## src/rtl/d5m_bayer_emitter.sv

```systemverilog
// Mosaics an 8-bit RGB pixel stream into 12-bit D5M-style Bayer raw samples with
// camera-style FVAL/LVAL/DVAL framing and X/Y counters; every output is registered.
module d5m_bayer_emitter #(
  parameter int H_ACTIVE = 640,
  parameter int V_ACTIVE = 480,
  parameter int H_BLANK  = 16,
  parameter int V_BLANK  = 4
) (
  input  logic        iCLK,
  input  logic        iRST,
  input  logic        iEN,
  input  logic [7:0]  iR,
  input  logic [7:0]  iG,
  input  logic [7:0]  iB,
  input  logic        iPIX_VALID,
  output logic        oPIX_READY,
  output logic [11:0] oDATA,
  output logic        oDVAL,
  output logic        oLVAL,
  output logic        oFVAL,
  output logic [10:0] oX_Cont,
  output logic [10:0] oY_Cont,
  output logic        oFRAME_DONE,
  output logic        oUNDERRUN
);

  localparam int LINE_CYC = H_ACTIVE + H_BLANK;
  localparam int VB_CYC   = V_BLANK * LINE_CYC;
  localparam int CW       = $clog2(VB_CYC + 1);
  localparam logic [CW-1:0] VB_LAST   = CW'(VB_CYC - 1);
  localparam logic [CW-1:0] HB_LAST   = CW'(H_BLANK - 1);
  localparam logic [10:0]   COL_LAST  = 11'(H_ACTIVE - 1);
  localparam logic [10:0]   LINE_LAST = 11'(V_ACTIVE - 1);

  typedef enum logic [1:0] {IDLE, VBLANK, ACTIVE, HBLANK} state_t;

  state_t        stateReg, stateNext;
  logic [CW-1:0] blankCnt, blankCntNext;
  logic [10:0]   colReg, colNext;
  logic [10:0]   lineReg, lineNext;
  logic          active, frameEnd, fvalNext;
  logic [7:0]    comp;
  logic [11:0]   sample;

  assign active     = (stateReg == ACTIVE);
  assign frameEnd   = (stateReg == HBLANK) && (blankCnt == HB_LAST) && (lineReg == LINE_LAST);
  // Frame valid covers the last line's trailing blank but drops with the done pulse.
  assign fvalNext   = active || ((stateReg == HBLANK) && !frameEnd);
  assign oPIX_READY = active;

  always_comb begin
    case ({lineReg[0], colReg[0]})
      2'b01:   comp = iR;
      2'b10:   comp = iB;
      default: comp = iG;
    endcase
  end

  assign sample = {comp, comp[7:4]};

  always_comb begin
    stateNext    = stateReg;
    blankCntNext = blankCnt;
    colNext      = colReg;
    lineNext     = lineReg;
    case (stateReg)
      IDLE: begin
        if (iEN) begin
          stateNext    = VBLANK;
          blankCntNext = '0;
        end
      end
      VBLANK: begin
        if (blankCnt == VB_LAST) begin
          stateNext    = ACTIVE;
          blankCntNext = '0;
          colNext      = '0;
          lineNext     = '0;
        end else begin
          blankCntNext = blankCnt + CW'(1);
        end
      end
      ACTIVE: begin
        if (colReg == COL_LAST) begin
          stateNext    = HBLANK;
          colNext      = '0;
          blankCntNext = '0;
        end else begin
          colNext = colReg + 11'd1;
        end
      end
      HBLANK: begin
        if (blankCnt == HB_LAST) begin
          blankCntNext = '0;
          if (lineReg != LINE_LAST) begin
            stateNext = ACTIVE;
            lineNext  = lineReg + 11'd1;
          end else begin
            stateNext = iEN ? VBLANK : IDLE;
            lineNext  = '0;
          end
        end else begin
          blankCntNext = blankCnt + CW'(1);
        end
      end
      default: stateNext = IDLE;
    endcase
  end

  always_ff @(posedge iCLK or negedge iRST) begin
    if (!iRST) begin
      stateReg <= IDLE;
      blankCnt <= '0;
      colReg   <= '0;
      lineReg  <= '0;
    end else begin
      stateReg <= stateNext;
      blankCnt <= blankCntNext;
      colReg   <= colNext;
      lineReg  <= lineNext;
    end
  end

  // The sensor cannot stall: a missing pixel still produces a (zero) sample.
  always_ff @(posedge iCLK or negedge iRST) begin
    if (!iRST) begin
      oDATA       <= '0;
      oDVAL       <= 1'b0;
      oLVAL       <= 1'b0;
      oFVAL       <= 1'b0;
      oX_Cont     <= '0;
      oY_Cont     <= '0;
      oFRAME_DONE <= 1'b0;
      oUNDERRUN   <= 1'b0;
    end else begin
      oDATA       <= (active && iPIX_VALID) ? sample : 12'h000;
      oDVAL       <= active;
      oLVAL       <= active;
      oFVAL       <= fvalNext;
      oX_Cont     <= active ? colReg : 11'd0;
      oFRAME_DONE <= frameEnd;
      if (active) begin
        oY_Cont <= lineReg;
      end
      if (active && !iPIX_VALID) begin
        oUNDERRUN <= 1'b1;
      end
    end
  end

endmodule

```

## config.mk

```make
export PLATFORM = sky130hd
export DESIGN_NAME = d5m_bayer_emitter
export DESIGN_NICKNAME = d
export VERILOG_FILES = /design/src/rtl/d5m_bayer_emitter.sv
export SDC_FILE = /design/constraint.sdc
export NUM_CORES = 1
export LEC_CHECK = 0
export BUFFER_PORTS_ARGS = -buffer_cell sky130_fd_sc_hd__buf_2
export CORE_MARGIN = 5
export CORE_UTILIZATION = 40
export DETAILED_ROUTE_END_ITERATION = 8
export SYNTH_ARGS = -nofsm -noshare
export SYNTH_HDL_FRONTEND = slang
export SYNTH_SLANG_ARGS = --single-unit
```

## constraint.sdc

```tcl
create_clock -name iCLK -period 2.3 [get_ports iCLK]
set_input_delay 0.115 -clock iCLK [delete_from_list [all_inputs] [get_ports iCLK]]
set_output_delay 0.115 -clock iCLK [all_outputs]
set_load 0.05 [all_outputs]
```

==> results by stage <==
STA:
- The worst path needs 2090 ps of the cycle, external delays included.
- The hold violation total from the final report came to 0.
- Setup violations remaining at the end of the flow were counted as 0.
- The highest clock frequency the design can meet is 479 MHz.
- The worst slew margin relative to its limit is around two thirds.
- Summed over all failing endpoints, the final setup total negative slack is 0 ps.
- Once routing completed, OpenROAD measured the worst setup slack at between 200 and 250 ps.
- The measured slew at the worst slew-check pin is 505 ps.
- Setup repair after global routing left no endpoint under its margin.
- The setup skew after layout is 8.08 ps.
- The period utilization is 90.7%.
- The number of pins exceeding their max-slew limit in the final report is 0.

Floorplanning:
- The floorplan step defined a die boundary enclosing 0.0107 mm2.
- The die outline width is 103 um.
- The effective utilization at floorplan is 40.5%.
- The core area is 0.00864 mm2.
- The die is 103 um tall.
- Row generation in the floorplan step produced 34 rows.
- For this design the top-level I/O count stands at between 60 and 70.

Clock network:
- TritonCTS created 9 clock buffers.
- The number of clock sinks is 70.
- The clock passes through at most 2 buffers.
- In this run the clock root is driven by a clkbuf_8.
- The source-to-sink clock delay at the later pin of the worst-skew pair is 350 ps.
- The clock tree synthesis step divided the H-tree into 3 levels.
- The clock input transition at the sequential cells of the worst setup and hold paths is ~80 ps.
- The clock tree from TritonCTS is built.
- The post-CTS setup buffer count is 0.

Global route:
- The number of global-route vias before repair is a little under 3000.
- The global-route wire length before repair is between 10 and 15 mm.
- The global route total overflow is 0.
- The global-route usage over all layers is 16.7%.
- The maximum number of pins on one net before global-route repair is 38.
- The number of antenna violations at the first check in global routing was 0.

Worst hold path:
- The cell depth of the worst min-delay path is 3.
- In this run the most critical hold path is launched from iG[6].
- The min-delay analysis places its worst path in the category input port to flop.
- The terminating pin of the worst hold path is oDATA[10]$_DFF_PN0_.

Final layout:
- The share of final-layout standard cells stronger than drive strength 1 is between 20% and 30%.
- The final layout contains 472 nets.
- The number of fill cells is 817.
- 0 antenna diodes ended up in the layout.
- The final design utilization is 50.0%.
- The final non-filler cell total is 552.
- From synthesis to final layout, the design area changed by 23.6%.

Placed design:
- Input and output buffers added on the ports amount to between 60 and 70.
- In this run, placement finished with an instance count of 531.
- The placement-stage worst setup slack is roughly 66 ps.
- The half-perimeter wire length of the detailed placement result is approximately 6.0 mm.
- The congestion estimate from routability-driven global placement came to 0.813.

Setup path:
- The delay of the slowest cell on the worst path is 410 ps.
- Together, buffers and inverters on the worst path number 1.
- STA puts the critical path data required time at 2530 ps.
- The critical-path maximum fanout is 10.
- The critical path arrival is 2320 ps.
- The setup path with the least slack is of type flop to flop.
- Counting cells, the worst reg-to-reg path comes to 6.
- The family of cells with the greatest summed delay on the critical path is simple AND/OR/NAND/NOR gates.
- The worst reg-to-reg setup slack is 210 ps.
- STA classifies the critical path endpoint as a flop.
- The launch instance of the worst register-to-register path is blankCnt[0]$_DFFE_PN0P_.
- The type of origin of the critical path is a flop.
- In this run the critical register-to-register path is captured at lineReg[5]$_DFFE_PN0P_.
- The logic depth of the worst setup path including buffers is 6.
- The cell with the biggest individual delay on the critical path is nor4_4.
- Walking the worst path, the cells encountered are ha_1, nand3_1, buf_4, nor4_4, nor2_4, a221o_1.

Yosys:
- The netlist uses 52 different library cells.
- By area the synthesized netlist is led by dfrtp_1, nand2_1, nor2_1, a221o_1, a22o_1.
- Of all cell types, the one taking the most synthesized area is dfrtp_1.
- Synthesis produced 360 cells.
- The commonest register cell after synthesis is dfrtp_1.
- The post-synthesis instance area is between 0.003 and 0.004 mm2.
- The mean post-synth cell area is 9.70 um2.
- The number of flops mapped to enable cells by yosys is 0.
- The proportion of register bits with asynchronous set or reset after synthesis is 100%.
- The number of nets in the synthesized netlist is 393.
- The share of the Yosys chip area taken by registers is 50.1%.
- The number of warning messages in the yosys log is 0.
- The proportion of netlist area held by the largest area contributor is 50.1%.
- The count of state elements after synthesis is 70.

Detailed routing:
- In the routed design, unresolved DRC markers number 0.
- The routed wire length is ~8.3 mm.
- The routed length per instance is 15.1 um.
- In the routed layout, each cell is associated on average with a via count of roughly 5.4.
- In this run, the number of DRC markers left after iteration 0 of detailed routing was between 100 and 150.
- The number of detailed-route iterations in the first pass is 4.
- The number of antenna-violating nets in the routed design is 0.
- The overall via count from detail_route is 2965.

Pwr:
- The maximum vdd ir drop is 409 uV.
- The leakage dissipation is 2.15 nW.
- The power density over the cells is between 600 and 700 mW/mm2.
- The completed layout was analyzed and its total power is approximately 0.003 W.

Outcome:
- The flow ran to the end, and the final reports show no timing, DRC or antenna violations.

Run:
- The tool flagged a number of max-cap violations equal to 0.
==> layer usage <==
layer	track usage, %	share of wire (%)	wire length [um]
met5	0	0	0
met1	21.5	45	3760
met3	3.62	5.2	431
met4	6.08	1.5	126
met2	27.6	48	4000
==> registers in the layout (all words and copies together), names as in the netlist <==
signal and flops:
blankCnt 12, colReg 11, lineReg 11, oDATA 8, oFRAME_DONE 1, oFVAL 1
oLVAL 1, oUNDERRUN 1, oX_Cont 11, oY_Cont 11, stateReg 2
==> worst reg2reg max path, cell delays in order (launching register included) <==
cell and delay (ps):
dfrtp_1 390, ha_1 200, nand3_1 220, buf_4 240
nor4_4 410, nor2_4 140, a221o_1 380
==> stage by stage <==
step,area [um2],hold WS [ps]
2_1_floorplan,3490,-181
3_3_place_gp,4010,16.5
3_5_place_dp,4010,18.5
4_1_cts,4300,0.880
5_1_grt,4320,10.3
6_report,4320,23.3
==> how the worst max path moves through the flow <==
stage	slack [ps]	startpoint	endpoint
after global placement	100	blankCnt[6]$_DFFE_PN0P_	colReg[5]$_DFFE_PN0P_
after floorplan	210	blankCnt[7]$_DFFE_PN0P_	lineReg[6]$_DFFE_PN0P_
after CTS	60	blankCnt[6]$_DFFE_PN0P_	lineReg[0]$_DFFE_PN0P_
after detailed placement	70	blankCnt[6]$_DFFE_PN0P_	colReg[5]$_DFFE_PN0P_
final	210	blankCnt[0]$_DFFE_PN0P_	lineReg[5]$_DFFE_PN0P_
after global routing	40	blankCnt[0]$_DFFE_PN0P_	lineReg[6]$_DFFE_PN0P_
==> cell type report <==
cell class / instances / area [um2] / area share (%)
Multi-Input combinational cell: 257 / 1590 / 36.9
Tap cell: 108 / 135 / 3.13
Clock inverter: 5 / 106 / 2.46
Timing Repair Buffer: 94 / 563 / 13.0
Clock buffer: 11 / 141 / 3.28
Inverter: 7 / 26.3 / 0.609
Sequential cell: 70 / 1750 / 40.6
==> logic make-up after synthesis <==
family          after synthesis  synth area share [%]
xor+xnor                      1                 0.251
fa+ha+maj                     5                  1.79
compound gates               79                  16.4
flops                        70                  50.1
mux                           7                  2.08
buf+inv                      33                  4.40
simple gates                165                  24.9
==> synthesized netlist by cell type (5+ instances only) <==
cell type	n
a22o_1	9
buf_4	6
a31oi_1	10
a22oi_1	8
a21oi_1	15
o21ai_0	8
nand3_1	11
dfrtp_1	70
nor2_1	35
inv_1	6
nand2_1	48
mux2i_1	5
and2_1	12
nor3_1	12
and3_1	10
clkbuf_1	15
ha_1	5
a221o_1	8
nand4_1	8
==> cell usage in the layout, fill, tap and decap left out, types with 6 or more instances in the layout <==
master    Yosys  final
dfrtp_1      70     70
buf_2         0     67
nand2_1      48     48
nor2_1       35     35
buf_4         6     21
a21oi_1      15     15
and2_1       12     12
nor3_1       12     12
nand3_1      11     11
and3_1       10     10
a31oi_1      10     10
clkbuf_8      0     10
a22o_1        9      9
a22oi_1       8      8
nand4_1       8      8
o21ai_0       8      8
a221o_1       8      8
inv_1         6      6
==> timing repair <==
action,4_1_cts,5_1_grt
gates resized for setup,0,2
hold buffers,4,1
hold endpoints to repair,50,1
endpoints found under the setup margin,0,16
==> power breakdown <==
group	internal [W]	switching (W)
logic	0.000161	0.000214
clock network	0.000752	0.000468
registers	0.00129	0.0000430
total	0.00220	0.000725
Power figures use the tool's default switching activity.
